File: config.mk
export PLATFORM = sky130hd
export DESIGN_NAME = multicycle_control_flat
export DESIGN_NICKNAME = d
export VERILOG_FILES = /design/src/rtl/multicycle_control_pkg.sv /design/src/rtl/multicycle_control_if.sv /design/src/rtl/mc_out_decoder.sv /design/src/rtl/multicycle_control.sv /design/src/flat_wrapper.sv
export SDC_FILE = /design/constraint.sdc
export NUM_CORES = 1
export LEC_CHECK = 0
export ABC_CLOCK_PERIOD_IN_PS = 2400
export BUFFER_PORTS_ARGS = -buffer_cell sky130_fd_sc_hd__clkbuf_2
export CAP_MARGIN = 5
export CORE_AREA = 2 2 39 41
export DETAILED_ROUTE_END_ITERATION = 7
export DIE_AREA = 0 0 41 43
export PLACE_DENSITY = 0.72
export SLEW_MARGIN = 15
export SYNTH_ARGS = -nofsm -noshare
export SYNTH_HDL_FRONTEND = slang
export SYNTH_SLANG_ARGS = --single-unit
export TNS_END_PERCENT = 100
File: constraint.sdc
create_clock -name clk -period 2.4 [get_ports clk]
set_input_delay 0.36 -clock clk [delete_from_list [all_inputs] [get_ports clk]]
set_output_delay 0.36 -clock clk [all_outputs]
set_load 0.03 [all_outputs]
File: src/rtl/multicycle_control_pkg.sv
// Shared encodings for the multicycle RISC-V control path: opcodes, ALU and mux selects,
// FSM state encoding and the control-word bundle produced by the output decoder.
package multicycle_control_pkg;

    typedef enum logic [3:0] {
        S_IDLE   = 4'd0,
        S_FETCH  = 4'd1,
        S_DECODE = 4'd2,
        S_EXEC_R = 4'd3,
        S_EXEC_I = 4'd4,
        S_ADDR   = 4'd5,
        S_MEM_RD = 4'd6,
        S_MEM_WR = 4'd7,
        S_WB_ALU = 4'd8,
        S_WB_MEM = 4'd9,
        S_BRANCH = 4'd10,
        S_JUMP   = 4'd11,
        S_TRAP   = 4'd12
    } state_e;

    localparam logic [6:0] OP_RTYPE  = 7'b0110011;
    localparam logic [6:0] OP_ITYPE  = 7'b0010011;
    localparam logic [6:0] OP_LOAD   = 7'b0000011;
    localparam logic [6:0] OP_STORE  = 7'b0100011;
    localparam logic [6:0] OP_BRANCH = 7'b1100011;
    localparam logic [6:0] OP_JAL    = 7'b1101111;

    localparam logic [1:0] ALUOP_ADD   = 2'b00;
    localparam logic [1:0] ALUOP_SUB   = 2'b01;
    localparam logic [1:0] ALUOP_FUNCT = 2'b10;

    localparam logic [1:0] SRCA_PC   = 2'b00;
    localparam logic [1:0] SRCA_RS1  = 2'b01;
    localparam logic [1:0] SRCA_ZERO = 2'b10;

    localparam logic [1:0] SRCB_RS2  = 2'b00;
    localparam logic [1:0] SRCB_FOUR = 2'b01;
    localparam logic [1:0] SRCB_IMM  = 2'b10;

    typedef struct packed {
        logic       mem_req;
        logic       mem_we;
        logic       iord;
        logic       ir_write;
        logic       pc_write;
        logic       pc_src;
        logic [1:0] alu_src_a;
        logic [1:0] alu_src_b;
        logic [1:0] alu_op;
        logic       reg_write;
        logic       mem_2_reg;
        logic       instr_done;
    } ctrl_t;

    localparam ctrl_t CTRL_NONE = '0;

    // Anything outside the supported subset is treated as illegal and traps.
    function automatic state_e decode_opcode(input logic [6:0] op);
        case (op)
            OP_RTYPE:           return S_EXEC_R;
            OP_ITYPE:           return S_EXEC_I;
            OP_LOAD, OP_STORE:  return S_ADDR;
            OP_BRANCH:          return S_BRANCH;
            OP_JAL:             return S_JUMP;
            default:            return S_TRAP;
        endcase
    endfunction

endpackage

File: src/rtl/multicycle_control_if.sv
// Control-path bundle between the multicycle controller (master) and the datapath/memory (slave).
interface multicycle_control_if;
    logic [6:0] opcode;
    logic       zero;
    logic       mem_ready;
    logic       mem_req;
    logic       mem_we;
    logic       iord;
    logic       ir_write;
    logic       pc_write;
    logic       pc_src;
    logic [1:0] alu_src_a;
    logic [1:0] alu_src_b;
    logic [1:0] alu_op;
    logic       reg_write;
    logic       mem_2_reg;
    logic       instr_done;
    logic       halted;

    modport master (
        input  opcode, zero, mem_ready,
        output mem_req, mem_we, iord, ir_write, pc_write, pc_src,
               alu_src_a, alu_src_b, alu_op, reg_write, mem_2_reg, instr_done, halted
    );

    modport slave (
        output opcode, zero, mem_ready,
        input  mem_req, mem_we, iord, ir_write, pc_write, pc_src,
               alu_src_a, alu_src_b, alu_op, reg_write, mem_2_reg, instr_done, halted
    );
endinterface

File: src/rtl/mc_out_decoder.sv
// State-to-control decode. Everything not set for a state stays 0; mem_ready and zero only
// qualify the completion strobes of the state that is already current.
module mc_out_decoder
    import multicycle_control_pkg::*;
(
    input  state_e state_i,
    input  logic   mem_ready_i,
    input  logic   zero_i,
    output ctrl_t  ctrl_o
);

    always_comb begin
        ctrl_o = CTRL_NONE;
        case (state_i)
            S_FETCH: begin
                ctrl_o.mem_req   = 1'b1;
                ctrl_o.iord      = 1'b0;
                ctrl_o.alu_src_a = SRCA_PC;
                ctrl_o.alu_src_b = SRCB_FOUR;
                ctrl_o.alu_op    = ALUOP_ADD;
                ctrl_o.ir_write  = mem_ready_i;
                ctrl_o.pc_write  = mem_ready_i;
                ctrl_o.pc_src    = 1'b0;
            end
            // PC + imm computed here so BRANCH/JUMP already have the target in ALU-out.
            S_DECODE: begin
                ctrl_o.alu_src_a = SRCA_PC;
                ctrl_o.alu_src_b = SRCB_IMM;
                ctrl_o.alu_op    = ALUOP_ADD;
            end
            S_EXEC_R: begin
                ctrl_o.alu_src_a = SRCA_RS1;
                ctrl_o.alu_src_b = SRCB_RS2;
                ctrl_o.alu_op    = ALUOP_FUNCT;
            end
            S_EXEC_I: begin
                ctrl_o.alu_src_a = SRCA_RS1;
                ctrl_o.alu_src_b = SRCB_IMM;
                ctrl_o.alu_op    = ALUOP_FUNCT;
            end
            S_ADDR: begin
                ctrl_o.alu_src_a = SRCA_RS1;
                ctrl_o.alu_src_b = SRCB_IMM;
                ctrl_o.alu_op    = ALUOP_ADD;
            end
            S_MEM_RD: begin
                ctrl_o.mem_req = 1'b1;
                ctrl_o.iord    = 1'b1;
            end
            S_MEM_WR: begin
                ctrl_o.mem_req    = 1'b1;
                ctrl_o.mem_we     = 1'b1;
                ctrl_o.iord       = 1'b1;
                ctrl_o.instr_done = mem_ready_i;
            end
            S_WB_ALU: begin
                ctrl_o.reg_write  = 1'b1;
                ctrl_o.mem_2_reg  = 1'b0;
                ctrl_o.instr_done = 1'b1;
            end
            S_WB_MEM: begin
                ctrl_o.reg_write  = 1'b1;
                ctrl_o.mem_2_reg  = 1'b1;
                ctrl_o.instr_done = 1'b1;
            end
            S_BRANCH: begin
                ctrl_o.alu_src_a  = SRCA_RS1;
                ctrl_o.alu_src_b  = SRCB_RS2;
                ctrl_o.alu_op     = ALUOP_SUB;
                ctrl_o.pc_write   = zero_i;
                ctrl_o.pc_src     = 1'b1;
                ctrl_o.instr_done = 1'b1;
            end
            S_JUMP: begin
                ctrl_o.pc_write   = 1'b1;
                ctrl_o.pc_src     = 1'b1;
                ctrl_o.instr_done = 1'b1;
            end
            default: ctrl_o = CTRL_NONE;
        endcase
    end

endmodule

File: src/rtl/multicycle_control.sv
// Multicycle RISC-V main controller: Moore FSM with memory wait handshakes and a sticky
// halt on illegal opcodes. Output decode lives in mc_out_decoder.
module multicycle_control
    import multicycle_control_pkg::*;
(
    input  logic                 clk,
    input  logic                 rst,
    multicycle_control_if.master bus
);

    state_e state_q, state_d;
    logic   halted_q;
    ctrl_t  ctrl;

    always_ff @(posedge clk) begin
        if (rst) begin
            state_q <= S_IDLE;
        end else begin
            state_q <= state_d;
        end
    end

    // halted rises together with the entry into TRAP and only reset clears it.
    always_ff @(posedge clk) begin
        if (rst) begin
            halted_q <= 1'b0;
        end else if (state_d == S_TRAP) begin
            halted_q <= 1'b1;
        end
    end

    always_comb begin
        state_d = state_q;
        case (state_q)
            S_IDLE:   state_d = S_FETCH;
            S_FETCH:  state_d = bus.mem_ready ? S_DECODE : S_FETCH;
            S_DECODE: state_d = decode_opcode(bus.opcode);
            S_EXEC_R: state_d = S_WB_ALU;
            S_EXEC_I: state_d = S_WB_ALU;
            S_ADDR:   state_d = (bus.opcode == OP_STORE) ? S_MEM_WR : S_MEM_RD;
            S_MEM_RD: state_d = bus.mem_ready ? S_WB_MEM : S_MEM_RD;
            S_MEM_WR: state_d = bus.mem_ready ? S_FETCH : S_MEM_WR;
            S_WB_ALU: state_d = S_FETCH;
            S_WB_MEM: state_d = S_FETCH;
            S_BRANCH: state_d = S_FETCH;
            S_JUMP:   state_d = S_FETCH;
            S_TRAP:   state_d = S_TRAP;
            default:  state_d = S_IDLE;
        endcase
    end

    mc_out_decoder u_out_decoder (
        .state_i     (state_q),
        .mem_ready_i (bus.mem_ready),
        .zero_i      (bus.zero),
        .ctrl_o      (ctrl)
    );

    assign bus.mem_req    = ctrl.mem_req;
    assign bus.mem_we     = ctrl.mem_we;
    assign bus.iord       = ctrl.iord;
    assign bus.ir_write   = ctrl.ir_write;
    assign bus.pc_write   = ctrl.pc_write;
    assign bus.pc_src     = ctrl.pc_src;
    assign bus.alu_src_a  = ctrl.alu_src_a;
    assign bus.alu_src_b  = ctrl.alu_src_b;
    assign bus.alu_op     = ctrl.alu_op;
    assign bus.reg_write  = ctrl.reg_write;
    assign bus.mem_2_reg  = ctrl.mem_2_reg;
    assign bus.instr_done = ctrl.instr_done;
    assign bus.halted     = halted_q;

endmodule

File: src/flat_wrapper.sv
// flat-port wrapper written by rule: the top's interface ports become plain ports
module multicycle_control_flat import multicycle_control_pkg::*;
  (clk, rst, bus_opcode, bus_zero, bus_mem_ready, bus_mem_req, bus_mem_we, bus_iord, bus_ir_write, bus_pc_write, bus_pc_src, bus_alu_src_a, bus_alu_src_b, bus_alu_op, bus_reg_write, bus_mem_2_reg, bus_instr_done, bus_halted);
  multicycle_control_if bus_i ();
  input  logic clk;
  input  logic rst;
  input wire logic [$bits(bus_i.opcode)-1:0] bus_opcode;
  input wire logic [$bits(bus_i.zero)-1:0] bus_zero;
  input wire logic [$bits(bus_i.mem_ready)-1:0] bus_mem_ready;
  output wire logic [$bits(bus_i.mem_req)-1:0] bus_mem_req;
  output wire logic [$bits(bus_i.mem_we)-1:0] bus_mem_we;
  output wire logic [$bits(bus_i.iord)-1:0] bus_iord;
  output wire logic [$bits(bus_i.ir_write)-1:0] bus_ir_write;
  output wire logic [$bits(bus_i.pc_write)-1:0] bus_pc_write;
  output wire logic [$bits(bus_i.pc_src)-1:0] bus_pc_src;
  output wire logic [$bits(bus_i.alu_src_a)-1:0] bus_alu_src_a;
  output wire logic [$bits(bus_i.alu_src_b)-1:0] bus_alu_src_b;
  output wire logic [$bits(bus_i.alu_op)-1:0] bus_alu_op;
  output wire logic [$bits(bus_i.reg_write)-1:0] bus_reg_write;
  output wire logic [$bits(bus_i.mem_2_reg)-1:0] bus_mem_2_reg;
  output wire logic [$bits(bus_i.instr_done)-1:0] bus_instr_done;
  output wire logic [$bits(bus_i.halted)-1:0] bus_halted;
  assign bus_i.opcode = bus_opcode;
  assign bus_i.zero = bus_zero;
  assign bus_i.mem_ready = bus_mem_ready;
  assign bus_mem_req = bus_i.mem_req;
  assign bus_mem_we = bus_i.mem_we;
  assign bus_iord = bus_i.iord;
  assign bus_ir_write = bus_i.ir_write;
  assign bus_pc_write = bus_i.pc_write;
  assign bus_pc_src = bus_i.pc_src;
  assign bus_alu_src_a = bus_i.alu_src_a;
  assign bus_alu_src_b = bus_i.alu_src_b;
  assign bus_alu_op = bus_i.alu_op;
  assign bus_reg_write = bus_i.reg_write;
  assign bus_mem_2_reg = bus_i.mem_2_reg;
  assign bus_instr_done = bus_i.instr_done;
  assign bus_halted = bus_i.halted;
  multicycle_control u_core (.clk(clk), .rst(rst), .bus(bus_i));
endmodule
==> results_dict.tcl, run 1 <==
set metrics [dict create \
    grt.total_usage_pct 15.8 \
    io_pins 27 \
    syn_to_final_growth_pct 27.4 \
    synth_area_leaders "dfxtp_1 (19%), nor2_1 (9.1%), nand2_1 (5.6%), inv_1 (3.5%), nor2b_1 (3.5%)" \
    route.detailed.drc 0 \
    utilization_pct 49.2 \
    cellLeakagePower_nw 0.333 \
    crit_family "simple AND/OR/NAND/NOR gates" \
    synthXorXnorAreaFrac_pct 1.64 \
    worstSetupEndpointType "output pin" \
    synthAdderAreaFrac_pct 0 \
    worstSetupPathType "register to output pin" \
    whs_ps 343 \
    drive_gt1_share_pct 30.1 \
    fin_tns_setup_ps 0 \
    first_global_vias 477 \
    cp.arrival_ps 1710 \
    synth.largest_area_cell "dfxtp_1" \
    first_iter_violations 18 \
    drt-total-wl_um 1300 \
    fin_skew_ps 0.688 \
    slowest_stage "dfxtp_1" \
    async_flop_share_pct 0 \
    diodes 0 \
    finalMaxSlewViolations 0 \
    synth_compound_area_share_pct 26.9 \
    synth-edff-count 0 \
    antenna_found_initial 0 \
    clock_sinks 5 \
    cap_violations 0 \
    nets 115 \
    clk_pin_slew_ps 40 \
    cts_buffers 3 \
    path_max_fanout 16 \
    clock_latency_ps 240 \
    die_h_um 43 \
    total_power_mw 0.374 \
    coreArea_um2 1380 \
    hpwl_um 983 \
    setup_viol 0 \
    fin_cells 119 \
    cts_resized 0 \
    hold_viol_final 0 \
    finalCritPeriodShare_pct 86.4 \
    synth_top_cell_area_share_pct 18.7 \
    rows 14 \
    yosys.cell_count.top_type "nor2_1" \
    dr.pass1.iters 4 \
    netlist_area_um2 534 \
    cts_tree "built" \
    crit_required_ps 2040 \
    portBuffers 25 \
    routed_via_density 5.39 \
    die-area_um2 1760 \
    clockBufferDepth 2 \
    cts_hold_buffers 0 \
    ir_drop_v 0.000272 \
    fmax_mhz 483 \
    fin_crit_ps 2070 \
    synthSimpleGateAreaFrac_pct 41.9 \
    postCtsSetupBuffers 0 \
    crit_path_cell_trace "or2b_1, nor3_1, or2_1, clkbuf_2" \
    grt_max_degree 17 \
    ys_top_cells_by_count "nor2_1 (13), nand2_1 (8), dfxtp_1 (5), inv_1 (5)" \
    tightest_slew_ps 555 \
    grt-ovfl-total 0 \
    power_density_nw_per_um2 549 \
    ys_seq_area_share_pct 18.7 \
    yosysWarnings 0 \
    wire_per_inst_um 10.9 \
    drtAntennaViolNets 0 \
    crit_buf_inv 1 \
    synth_top_family_by_area "simple AND/OR/NAND/NOR gates" \
    ys_ff_latch 5 \
    outcome "finished clean" \
    worstHoldPathType "input pin to register" \
    synthMuxAreaShare_pct 0 \
    htree_levels 1 \
    synth_ff_type "dfxtp_1" \
    rsz0062_at_grt "false" \
    slew_headroom_pct 62.5 \
    num_vias 641 \
    synth.distinct_cells 42 \
    syn_inst 79 \
    cpPeakStageDelay_ps 600 \
    grt_pass1_wl_um 1970 \
    syn-num-nets 90 \
    start_kind "register" \
    cts_root_buffer "clkbuf_4" \
    start_util_pct 38.6 \
    die_x_um 41 \
    syn_area_per_cell_um2 6.76 \
    place_inst 115 \
    gp_congestion 0.782 \
]
-- where the power goes --
part	switching, mW	leakage, nW	internal [mW]
sequential	0.0262	0.0409	0.0910
combinational	0.103	0.277	0.0564
clock	0.0350	0.0150	0.0629
-- cell type report --
cell class,instances,area (um^2)
inverters,6,22.5
clock buffers,4,26.3
well taps,16,20.0
fillers,144,703
multi-input cells,63,387
flip-flops and latches,5,100
repair buffers,25,125
-- flip-flops by register name (all words and copies together), names as in the netlist --
signal and flops:
u_core.state_q 4, u_core.bus.halted 1
-- metal layers --
| layer | part of all wire, % | GRT usage [%] |
|---|---|---|
| met1 | 47 | 22.3 |
| met2 | 42 | 22.8 |
| met3 | 8.9 | 1.57 |
| met4 | 1.7 | 8.00 |
| met5 | 0 | 0 |
-- cell usage in the layout (no fill, tap or decap), types with 2 or more instances in the layout --
cell      synthesis  final
a21oi_1           3      3
and3_1            2      2
clkbuf_2          0     25
clkbuf_4          0      3
dfxtp_1           5      5
inv_1             5      5
nand2_1           8      8
nor2_1           13     13
nor2b_1           3      3
o21ai_0           2      2
o22ai_1           2      2
o31ai_1           2      2
-- through the flow --
step / cell area (um^2) / worst slack [ps]
after floorplan: 541 / 236
after global placement: 654 / 634
after detailed placement: 654 / 574
after CTS: 681 / 310
after global routing: 681 / 198
final: 681 / 328
-- worst paths after layout --
kind | to | startpoint | slack (ps) | cells past startpoint
min reg2reg | u_core.bus.halted$_SDFFE_PP0N_ | u_core.bus.halted$_SDFFE_PP0N_ | 460 | 2
max | bus_mem_req | u_core.state_q[0]$_SDFF_PP0_ | 330 | 4
min | u_core.state_q[2]$_SDFF_PP0_ | rst | 340 | 2
max reg2reg | u_core.bus.halted$_SDFFE_PP0N_ | u_core.state_q[0]$_SDFF_PP0_ | 610 | 4
-- cell families (layout without fill, tap and decap cells) --
group           Yosys count  in the layout
other cells               1              1
flops                     5              5
buf+inv                  11             35
compound gates           19             19
xor+xnor                  1              1
simple gates             42             42
Note: power is estimated with default switching activity, not from simulation.
==> inputs of run 2 (changes only) <==
ABC_CLOCK_PERIOD_IN_PS = 2500   (was 2400)
SLEW_MARGIN = 20   (was 15)
clock period = 2.5 ns   (was 2.4 ns; I/O delays follow)
==> run 2 against run 1 <==
Sequential cell count stayed put. Core utilization is 0.45 points lower. Die area stayed put. Largest cell class unchanged. Count of clock-buffer cells in the layout stayed put. Worst setup slack worse by 23 ps. Global-route usage is 1.0 points higher.
==> results_dict.tcl, run 2 (synthesis results as in run 1) <==
set metrics [dict create \
    outcome "finished clean" \
    diodes 0 \
    gp_congestion 0.809 \
    worstHoldPathType "input pin to register" \
    drt-total-wl_um 1350 \
    routed_via_density 5.41 \
    seq_area_um2 100 \
    grt_pass1_wl_um 2060 \
    drtAntennaViolNets 0 \
    nets 115 \
    die_x_um 41 \
    ir_drop_v 0.000278 \
    clock_sinks 5 \
    finalMaxSlewViolations 0 \
    grt.total_usage_pct 16.8 \
    clk_pin_slew_ps 40 \
    slew_headroom_pct 64.8 \
    cts_root_buffer "clkbuf_4" \
    cellLeakagePower_nw 0.332 \
    postCtsSetupBuffers 0 \
    cts_tree "built" \
    start_kind "register" \
    hpwl_um 1030 \
    rsz0062_at_grt "false" \
    route.detailed.drc 0 \
    path_max_fanout 16 \
    worstSetupEndpointType "output pin" \
    worstSetupPathType "register to output pin" \
    fin_crit_ps 2200 \
    die_h_um 43 \
    htree_levels 1 \
    drive_gt1_share_pct 29.1 \
    final_cell_mix "clkbuf_2 (25), nor2_1 (13), nand2_1 (8), inv_1 (5), dfxtp_1 (5)" \
    hold_viol_final 0 \
    clock_latency_ps 250 \
    whs_ps 352 \
    dr.pass1.iters 4 \
    antenna_found_initial 0 \
    first_global_vias 518 \
    utilization_pct 48.7 \
    regMostFlops "u_core.state_q" \
    cap_violations 0 \
    setup_viol 0 \
    fin_tns_setup_ps 0 \
    multi_input_area_um2 380 \
    rows 14 \
    fmax_mhz 455 \
    wire_per_inst_um 11.3 \
    fin_skew_ps 5.65 \
    cts_buffers 3 \
    die-area_um2 1760 \
    first_iter_violations 13 \
    finalCritPeriodShare_pct 87.8 \
    largest_reg_flops 4 \
    crit_required_ps 2120 \
    clockBufferDepth 2 \
    start_util_pct 38.6 \
    syn_to_final_growth_pct 26.2 \
    final_common_cell "clkbuf_2" \
    coreArea_um2 1380 \
    io_pins 27 \
    portBuffers 25 \
    n_fill_cell 139 \
    cts_resized 0 \
    grt_max_degree 17 \
    power_density_nw_per_um2 535 \
    tightest_slew_ps 521 \
    cts_hold_buffers 0 \
    cp.arrival_ps 1820 \
    grt-ovfl-total 0 \
    num_vias 644 \
]
## run 2: area by class of cell
class                           count  area share (%)
Timing Repair Buffer               25            18.6
Multi-Input combinational cell     63            56.4
Tap cell                           16            2.97
Clock buffer                        4            3.90
Sequential cell                     5            14.8
Inverter                            6            3.34
## run 2: per-layer routing
metal / vias up / GRT usage (%) / share of wire (%)
met5: - / 0 / 0
met2: 26 / 24.1 / 44
li1: 330 / - / -
met1: 284 / 22.7 / 48
met4: 0 / 10.7 / 2.1
met3: 4 / 2.09 / 5.9
## run 2: worst max-delay path, stage by stage, from the launching register on
cell and delay [ps]:
dfxtp_1 600, or2b_1 320, nor4_1 270, o21bai_1 170
clkbuf_2 220
## run 2: per-stage QoR
step	cells	cell area [um^2]	total power, mW	worst slack, ps
floorplan	79	534	0.224	14.7
global placement	115	648	0.262	664
detailed placement	115	648	0.265	538
CTS	119	674	0.366	270
global route	119	674	0.390	198
finish	119	674	0.361	304
## run 2: worst paths after layout
check	startpoint	endpoint	slack, ps	cells past startpoint
setup reg to reg	u_core.state_q[0]$_SDFF_PP0_	u_core.bus.halted$_SDFFE_PP0N_	740	4
hold / removal	rst	u_core.state_q[3]$_SDFF_PP0_	350	2
setup / recovery	u_core.state_q[0]$_SDFF_PP0_	bus_pc_write	300	4
hold reg to reg	u_core.bus.halted$_SDFFE_PP0N_	u_core.bus.halted$_SDFFE_PP0N_	450	2
## run 2: power breakdown
group | switching (mW) | internal, mW
Sequential | 0.0245 | 0.0873
Combinational | 0.0990 | 0.0536
Clock | 0.0361 | 0.0605
